$ cat src/rtl/fft_seq_ctrl.sv
// Sequencer for a 32-point pipelined FFT: gates stage advance, pads short frames with zeros,
// flushes the pipeline, and counts output frames. Define FFT_SEQ_STATS_EN to build the frame counter.
module fft_seq_ctrl #(
   parameter int DRAIN_CYC = 31,
   parameter int CNT_W     = 8
) (
   input  logic             clk,
   input  logic             rst,
   input  logic             valid_i,
   input  logic             last_i,
   input  logic             out_valid_i,
   output logic             pipe_en_o,
   output logic             zero_ins_o,
   output logic             state_o,
   output logic [3:0]       wn_idx_o,
   output logic             frame_start_o,
   output logic             frame_done_o,
   output logic [CNT_W-1:0] frame_cnt_o,
   output logic             busy_o,
   output logic [1:0]       err_o
);

   localparam int DW = (DRAIN_CYC < 1) ? 1 : $clog2(DRAIN_CYC + 1);

   typedef enum logic [1:0] {IDLE, RUN, PAD, DRAIN} state_t;

   state_t         state, state_nxt;
   logic [4:0]     scnt, scnt_nxt;
   logic [DW-1:0]  dcnt, dcnt_nxt;
   logic [1:0]     err, err_nxt;
   logic [4:0]     ocnt;
   logic           done_p1;
   logic           pipe_en, zero_ins;

   always_ff @(posedge clk) begin
      if (rst) begin
         state <= IDLE;
         scnt  <= '0;
         dcnt  <= '0;
         err   <= '0;
      end else begin
         state <= state_nxt;
         scnt  <= scnt_nxt;
         dcnt  <= dcnt_nxt;
         err   <= err_nxt;
      end
   end

   always_comb begin
      state_nxt = state;
      scnt_nxt  = scnt;
      dcnt_nxt  = dcnt;
      err_nxt   = err;
      pipe_en   = 1'b0;
      zero_ins  = 1'b0;
      case (state)
         // IDLE accepts its first sample as sample 0, so it shares the RUN rules.
         IDLE, RUN: begin
            pipe_en = valid_i;
            if (valid_i) begin
               state_nxt = RUN;
               if (last_i) begin
                  dcnt_nxt = DW'(DRAIN_CYC);
                  if (scnt == 5'd31) begin
                     state_nxt = DRAIN;
                  end else begin
                     err_nxt[0] = 1'b1;
                     state_nxt  = PAD;
                  end
               end
            end
         end
         PAD: begin
            pipe_en  = 1'b1;
            zero_ins = 1'b1;
            if (valid_i) err_nxt[1] = 1'b1;
            if (scnt == 5'd31) begin
               state_nxt = DRAIN;
               dcnt_nxt  = DW'(DRAIN_CYC);
            end
         end
         DRAIN: begin
            pipe_en  = 1'b1;
            zero_ins = 1'b1;
            if (valid_i) err_nxt[1] = 1'b1;
            dcnt_nxt = dcnt - DW'(1);
            if (dcnt <= DW'(1)) begin
               state_nxt = IDLE;
               dcnt_nxt  = '0;
            end
         end
         default: state_nxt = IDLE;
      endcase
      if (pipe_en) scnt_nxt = scnt + 5'd1;
      // The drain tail keeps scnt running for the stages, but the next stream must start at 0.
      if (state == DRAIN && dcnt <= DW'(1)) scnt_nxt = '0;
   end

   always_ff @(posedge clk) begin
      if (rst) begin
         ocnt    <= '0;
         done_p1 <= 1'b0;
      end else begin
         done_p1 <= out_valid_i && (ocnt == 5'd31);
         if (out_valid_i) ocnt <= ocnt + 5'd1;
      end
   end

`ifdef FFT_SEQ_STATS_EN
   logic [CNT_W-1:0] fcnt;

   always_ff @(posedge clk) begin
      if (rst)          fcnt <= '0;
      else if (done_p1) fcnt <= fcnt + CNT_W'(1);
   end

   assign frame_cnt_o = fcnt;
`else
   assign frame_cnt_o = '0;
`endif

   assign pipe_en_o     = pipe_en;
   assign zero_ins_o    = zero_ins;
   assign state_o       = scnt[4];
   assign wn_idx_o      = scnt[4] ? scnt[3:0] : 4'd0;
   assign frame_start_o = pipe_en && (scnt == 5'd0) && !zero_ins;
   assign frame_done_o  = done_p1;
   assign busy_o        = (state != IDLE);
   assign err_o         = err;

endmodule
$ cat config.mk
export PLATFORM = sky130hd
export DESIGN_NAME = fft_seq_ctrl
export DESIGN_NICKNAME = d
export VERILOG_FILES = /design/src/rtl/fft_seq_ctrl.sv
export SDC_FILE = /design/constraint.sdc
export NUM_CORES = 1
export LEC_CHECK = 0
export ABC_AREA = 0
export ABC_CLOCK_PERIOD_IN_PS = 1700
export BUFFER_PORTS_ARGS = -buffer_cell sky130_fd_sc_hd__buf_2
export CAP_MARGIN = 40
export CORE_ASPECT_RATIO = 0.7
export CORE_MARGIN = 8
export CORE_UTILIZATION = 30
export CTS_CLUSTER_DIAMETER = 60
export CTS_CLUSTER_SIZE = 16
export DETAILED_ROUTE_END_ITERATION = 8
export PLACE_DENSITY = 0.59
export SYNTH_ARGS = -nofsm -noshare
export SYNTH_HDL_FRONTEND = slang
export SYNTH_SLANG_ARGS = --single-unit
$ cat constraint.sdc
create_clock -name clk -period 1.7 [get_ports clk]
set_input_delay 0 -clock clk [delete_from_list [all_inputs] [get_ports clk]]
set_output_delay 0 -clock clk [all_outputs]
set_load 0.02 [all_outputs]
==> results of run 1 <==
[tightest hold or removal path: cells and delay by family]
| family | cells | cell delay, ns |
|---|---|---|
| AO/OA/AOI/OAI | 1 | 0.07 |
| AND/OR/NAND/NOR | 1 | 0.07 |
| buffers and inverters | 1 | 0.13 |
[worst min path at each step]
stage	from	end	slack, ns	cells past startpoint
floorplan	last_i	state[1]$_SDFFE_PP0P_	0.14	2
global placement	last_i	state[1]$_SDFFE_PP0P_	0.30	3
detailed placement	last_i	state[1]$_SDFFE_PP0P_	0.31	3
CTS	last_i	state[1]$_SDFFE_PP0P_	0.02	3
global route	last_i	state[1]$_SDFFE_PP0P_	0.04	3
finish	last_i	state[1]$_SDFFE_PP0P_	0.03	3
[sequential cells by signal, summed over array words and instances (netlist names)]
name and flops:
scnt 5, frame_done_o 1, state 2, err_o 2
ocnt 5, dcnt 5
[logic make-up (layout without fill, tap and decap cells)]
group,after synthesis,count (layout),share of synthesized area [%]
other,1,8,0.3387
flip-flops,20,20,36.16
buffers and inverters,24,39,10.96
AO/OA/AOI/OAI,32,32,21.47
AND/OR/NAND/NOR,35,35,17.40
adder cells (fa/ha/maj),7,7,7.909
XOR/XNOR,5,5,3.956
multiplexers,2,2,1.808
[power by group through the flow]
stage          logic, mW  registers, mW  clock network [mW]
2_1_floorplan      0.179          0.540                   0
3_3_place_gp       0.221          0.541                   0
3_5_place_dp       0.225          0.544                   0
4_1_cts            0.227          0.534               0.498
5_1_grt            0.268          0.546               0.518
6_report           0.240          0.540               0.491
[stage by stage]
| stage | util (%) | cells | hold slack [ns] |
|---|---|---|---|
| 2_1_floorplan | - | 133 | 0.1407 |
| 3_3_place_gp | 35.10 | 192 | 0.2976 |
| 3_5_place_dp | 35.10 | 192 | 0.3073 |
| 4_1_cts | 37.19 | 196 | 0.02451 |
| 5_1_grt | 39.21 | 198 | 0.04062 |
| 6_report | 39.21 | 198 | 0.03106 |
[cell usage in the layout, fill, tap and decap left out, types with 3 or more instances in the layout]
master	count
nor2_1	12
and2_1	4
nand2_1	6
o21ai_0	5
buf_4	8
xor2_1	3
ha_1	6
clkbuf_8	3
dfxtp_1	19
o32ai_1	3
a21oi_1	7
buf_2	16
inv_1	11
and3_1	3
conb_1	8
[layer usage]
layer	wire, um	GRT usage (%)	vias to the layer above
met5	0	0	-
met4	21	2.725	0
met3	104	3.440	4
met2	1094	13.56	16
met1	1267	10.49	424
li1	-	-	470
[cell type report]
class | count | area [um2] | share of cell area, %
Multi-Input combinational cell | 89 | 669.4 | 48.29
Sequential cell | 20 | 401.6 | 28.97
Timing Repair Buffer | 24 | 140.1 | 10.11
Tap cell | 50 | 62.56 | 4.513
Clock buffer | 3 | 41.29 | 2.978
Inverter | 11 | 41.29 | 2.978
Clock inverter | 1 | 30.03 | 2.166
[timing repair]
item	in CTS	in global routing
endpoints found under the setup margin	1	3
endpoints found under the hold margin	0	0
resized for setup	2	9
pin swaps	0	3
setup buffers	0	2
==> metrics.cfg, run 1 <==
[outcome]
status=finished clean

[synthesis]
synthesis.instances=126
ys_seq_area_share_pct=36.16
synthArstFlopShare_pct=0
synth_edf_count=0
synth_most_common_cell=dfxtp_1
ys_warn_count=0
postSynthAreaPerCell_um2=8.788
yosysTopAreaCell=dfxtp_1
synth_commonest_cells=20 x dfxtp_1, 12 x nor2_1, 11 x inv_1
ys_ff_latch=20
synth_area_leaders=dfxtp_1 36%, ha_1 7.9%, buf_4 5.4%, nor2_1 4.1%, inv_1 3.7%
synth_top_area_share_pct=36.16
synthFlopType=dfxtp_1
ys_types=38
netlist_area_um2=1107

[die]
chipWidth_um=88.62
ios=25
die_area_um2=5922
fp-row-count=18
die_h_um=66.83
start_util_pct=31.32
core-area_um2=3536

[pwr]
p_switching_mw=0.3579
power_mw=1.272
leakagePower_nw=0.6065
clock_power_share_pct=38.6
power_density_nw_per_um2=917.3
peakVddDrop_uv=326.7
p_seq_share_pct=42.5
combPwrFrac_pct=18.9
p_sw_share_pct=28.14
p_int_mw=0.9137

[final_layout]
area_growth_pct=25.20
diodes=0
nNetsFinal=161
num-fill-cells=371
drive_above_1_share_pct=27.70
design_area_um2=1386

[clock_network]
clock_latency_ns=0.27
cts_hold_buffers=0
cts_sinks=20
cts.path.max_buffers=2
cts-htree-levels=1
cts_buffers=3
root_buffer=clkbuf_8
cts_tree=done
clk_pin_slew_worst_paths_ns=0.08

[grt]
grt_start_max_net_pins=15
grt_pass1_wl_um=3995
grtUsageTotal_pct=8.614
grt_pass1_vias=894
grt-ovfl-total=0
grt_antenna_before_repair=0

[timing]
fmax_mhz=615.1
skew_ns=0.007518
fin_ws_ns=0.07419
hold_violations=0
fin_tns_setup_ns=0
min_period_ns=1.626
slew_violations=0
final-setup-viol-count=0
period_share_pct=95.64

[drt]
num_vias=914
wl_um=2487
routed_via_density=4.616
wl_per_cell_um=12.56
drtPass1Iterations=3
ant_nets=0
drc=0
drtIter0Drc=39

[critical_path]
critPathBufInv=0
r2r-start=scnt[0]$_SDFFE_PP0N_
cp.required_ns=1.88
critPathLaunchType=flip-flop
cp_num_cells=6
cp_slowest_stage_delay_ns=0.34
regToRegSetupSlack_ns=0.07
reg2reg_depth=6
crit_family=compound AO/OA/AOI/OAI gates
cp_max_fo=6
cp-end-kind=flip-flop
critical_path_class=flip-flop to flip-flop
crit_path_end=dcnt[4]$_SDFFE_PP0P_
crit_start=scnt[0]$_SDFFE_PP0N_
r2r_end=dcnt[4]$_SDFFE_PP0P_
crit_arrival_ns=1.80
crit_chain=ha_1 -> and3_4 -> ha_4 -> o21ai_4 -> a2111oi_4 -> o32ai_2
crit_path_top_delay_cell=dfxtp_2

[flow_run]
drv_cap=0

[placement]
io_buffer_count=16
place_area_um2=1241
gp_congestion=0.7822
dp_hpwl_um=1807
dp_slack_ns=0.008283

[worst_hold_path]
hold_path.class=input pin to flip-flop

Power figures use the tool's default switching activity.
==> inputs of run 2 (changes only) <==
--- a/config.mk
+++ b/config.mk
@@ -6,7 +6,7 @@
 export NUM_CORES = 1
 export LEC_CHECK = 0
 export ABC_AREA = 0
-export ABC_CLOCK_PERIOD_IN_PS = 1700
+export ABC_CLOCK_PERIOD_IN_PS = 1790
 export BUFFER_PORTS_ARGS = -buffer_cell sky130_fd_sc_hd__buf_2
 export CAP_MARGIN = 40
 export CORE_ASPECT_RATIO = 0.7
==> constraint.sdc (replaced) <==
create_clock -name clk -period 1.79 [get_ports clk]
set_input_delay 0 -clock clk [delete_from_list [all_inputs] [get_ports clk]]
set_output_delay 0 -clock clk [all_outputs]
set_load 0.02 [all_outputs]
==> run 2 against run 1 <==
- flip-flop and latch count did not move
- sequential share of layout area rose by 2.2 points
- worst hold slack improved by 0.023 ns
- total power fell by 20%
- global-route usage fell by 0.11 points
==> metrics.cfg, run 2 (synthesized netlist as in run 1, its figures left out) <==
[final_layout]
drive_above_1_share_pct=22.54
design_area_um2=1282
multiInputGateArea_um2=634.4
final_cell_mix=20 x dfxtp_1, 16 x buf_2, 12 x nor2_1
num-fill-cells=371
diodes=0
layout_commonest_cell=dfxtp_1
nNetsFinal=156
reg_top3=dcnt x5, ocnt x5, scnt x5
seq_area_um2=400.4
area_growth_pct=15.82

[clock_network]
root_buffer=clkbuf_8
cts_sinks=20
cts_buffers=3
cts_tree=done
clock_latency_ns=0.26
cts.path.max_buffers=2
cts_resized=0
cts-htree-levels=1
cts_hold_buffers=0
clk_pin_slew_worst_paths_ns=0.07
cts_setup_buffers=0

[critical_path]
cp_max_fo=6
critical_path_class=flip-flop to flip-flop
crit_chain=ha_1 -> and3_1 -> ha_2 -> o21ai_4 -> a21o_1 -> o32ai_1
critPathLaunchType=flip-flop
cp-end-kind=flip-flop
cp_slowest_stage_delay_ns=0.40
reg2reg_depth=6
crit_arrival_ns=1.81
cp.required_ns=1.96
crit_path_top_delay_cell=dfxtp_1

[drt]
wl_per_cell_um=12.33
wl_um=2367
drc=0
num_vias=907
drtIter0Drc=29
ant_nets=0
routed_via_density=4.724
drtPass1Iterations=4

[die]
die_h_um=66.83
ios=25
start_util_pct=31.32
fp-row-count=18
core-area_um2=3536
chipWidth_um=88.62
die_area_um2=5922

[grt]
grt_pass1_vias=856
grt_antenna_before_repair=0
grt_start_max_net_pins=15
grt_pass1_wl_um=3939
grt-ovfl-total=0
grtUsageTotal_pct=8.509

[pwr]
power_density_nw_per_um2=796.6
leakagePower_nw=0.5683
peakVddDrop_uv=306.9
power_mw=1.022

[timing]
hold_violations=0
period_share_pct=91.53
grt_setup_unrepaired=false
fin_tns_setup_ns=0
fin_ws_ns=0.1516
skew_ns=0.002604
fmax_mhz=610.3
final-setup-viol-count=0
slew_violations=0
min_period_ns=1.638
hold_ws_ns=0.05426

[placement]
place_area_um2=1219
gp_congestion=0.7994
io_buffer_count=16
dp_hpwl_um=1761
dp_slack_ns=0.08407

[outcome]
status=finished clean

[flow_run]
drv_cap=0

[worst_hold_path]
hold_path.class=input pin to flip-flop
min_path_cells=3

[run 2: cell count changes in the layout (fill, tap and decap cells not counted), sizes merged]
| cell | delta |
|---|---|
| buf | -5 |
| bufinv | -1 |
[run 2: power breakdown]
group	internal [mW]	total, mW	switching (mW)
clock network	0.150	0.298	0.148
logic	0.0839	0.212	0.128
registers	0.475	0.511	0.0364
total	0.708	1.02	0.313
[run 2: routing by layer]
metal	vias up	global-route usage, %	routed length (um)
met4	0	2.935	25
met2	19	13.00	1061
li1	457	-	-
met3	2	3.194	113
met5	-	0	0
met1	429	10.69	1167
[run 2: worst paths after layout]
path / from / endpoint / slack [ns]
max reg2reg: scnt[1]$_SDFFE_PP0N_ / dcnt[2]$_SDFFE_PP0P_ / 0.15
min reg2reg: err_o[1]$_SDFFE_PP0P_ / err_o[1]$_SDFFE_PP0P_ / 0.47
min: last_i / state[1]$_SDFFE_PP0P_ / 0.05
max: scnt[1]$_SDFFE_PP0N_ / dcnt[2]$_SDFFE_PP0P_ / 0.15
[run 2: metrics by stage]
step | instances | utilization, %
detailed placement | 189 | 34.47
global route | 192 | 36.27
floorplan | 133 | -
finish | 192 | 36.27
global placement | 189 | 34.47
CTS | 192 | 35.63
[run 2: worst max-delay path: cells and delay by family (launching register included)]
kind | cells | cell delay (ns)
AOI/OAI and AO/OA | 3 | 0.58
adders and majority gates | 2 | 0.42
and+or+nand+nor | 1 | 0.16
DFF | 1 | 0.40
[run 2: layout make-up]
type / count / area share, %
clock buffer: 3 / 3.220
inverter: 11 / 3.220
multi-input combinational: 89 / 49.46
sequential: 20 / 31.22
tap: 50 / 4.878
timing repair buffer: 19 / 8.000
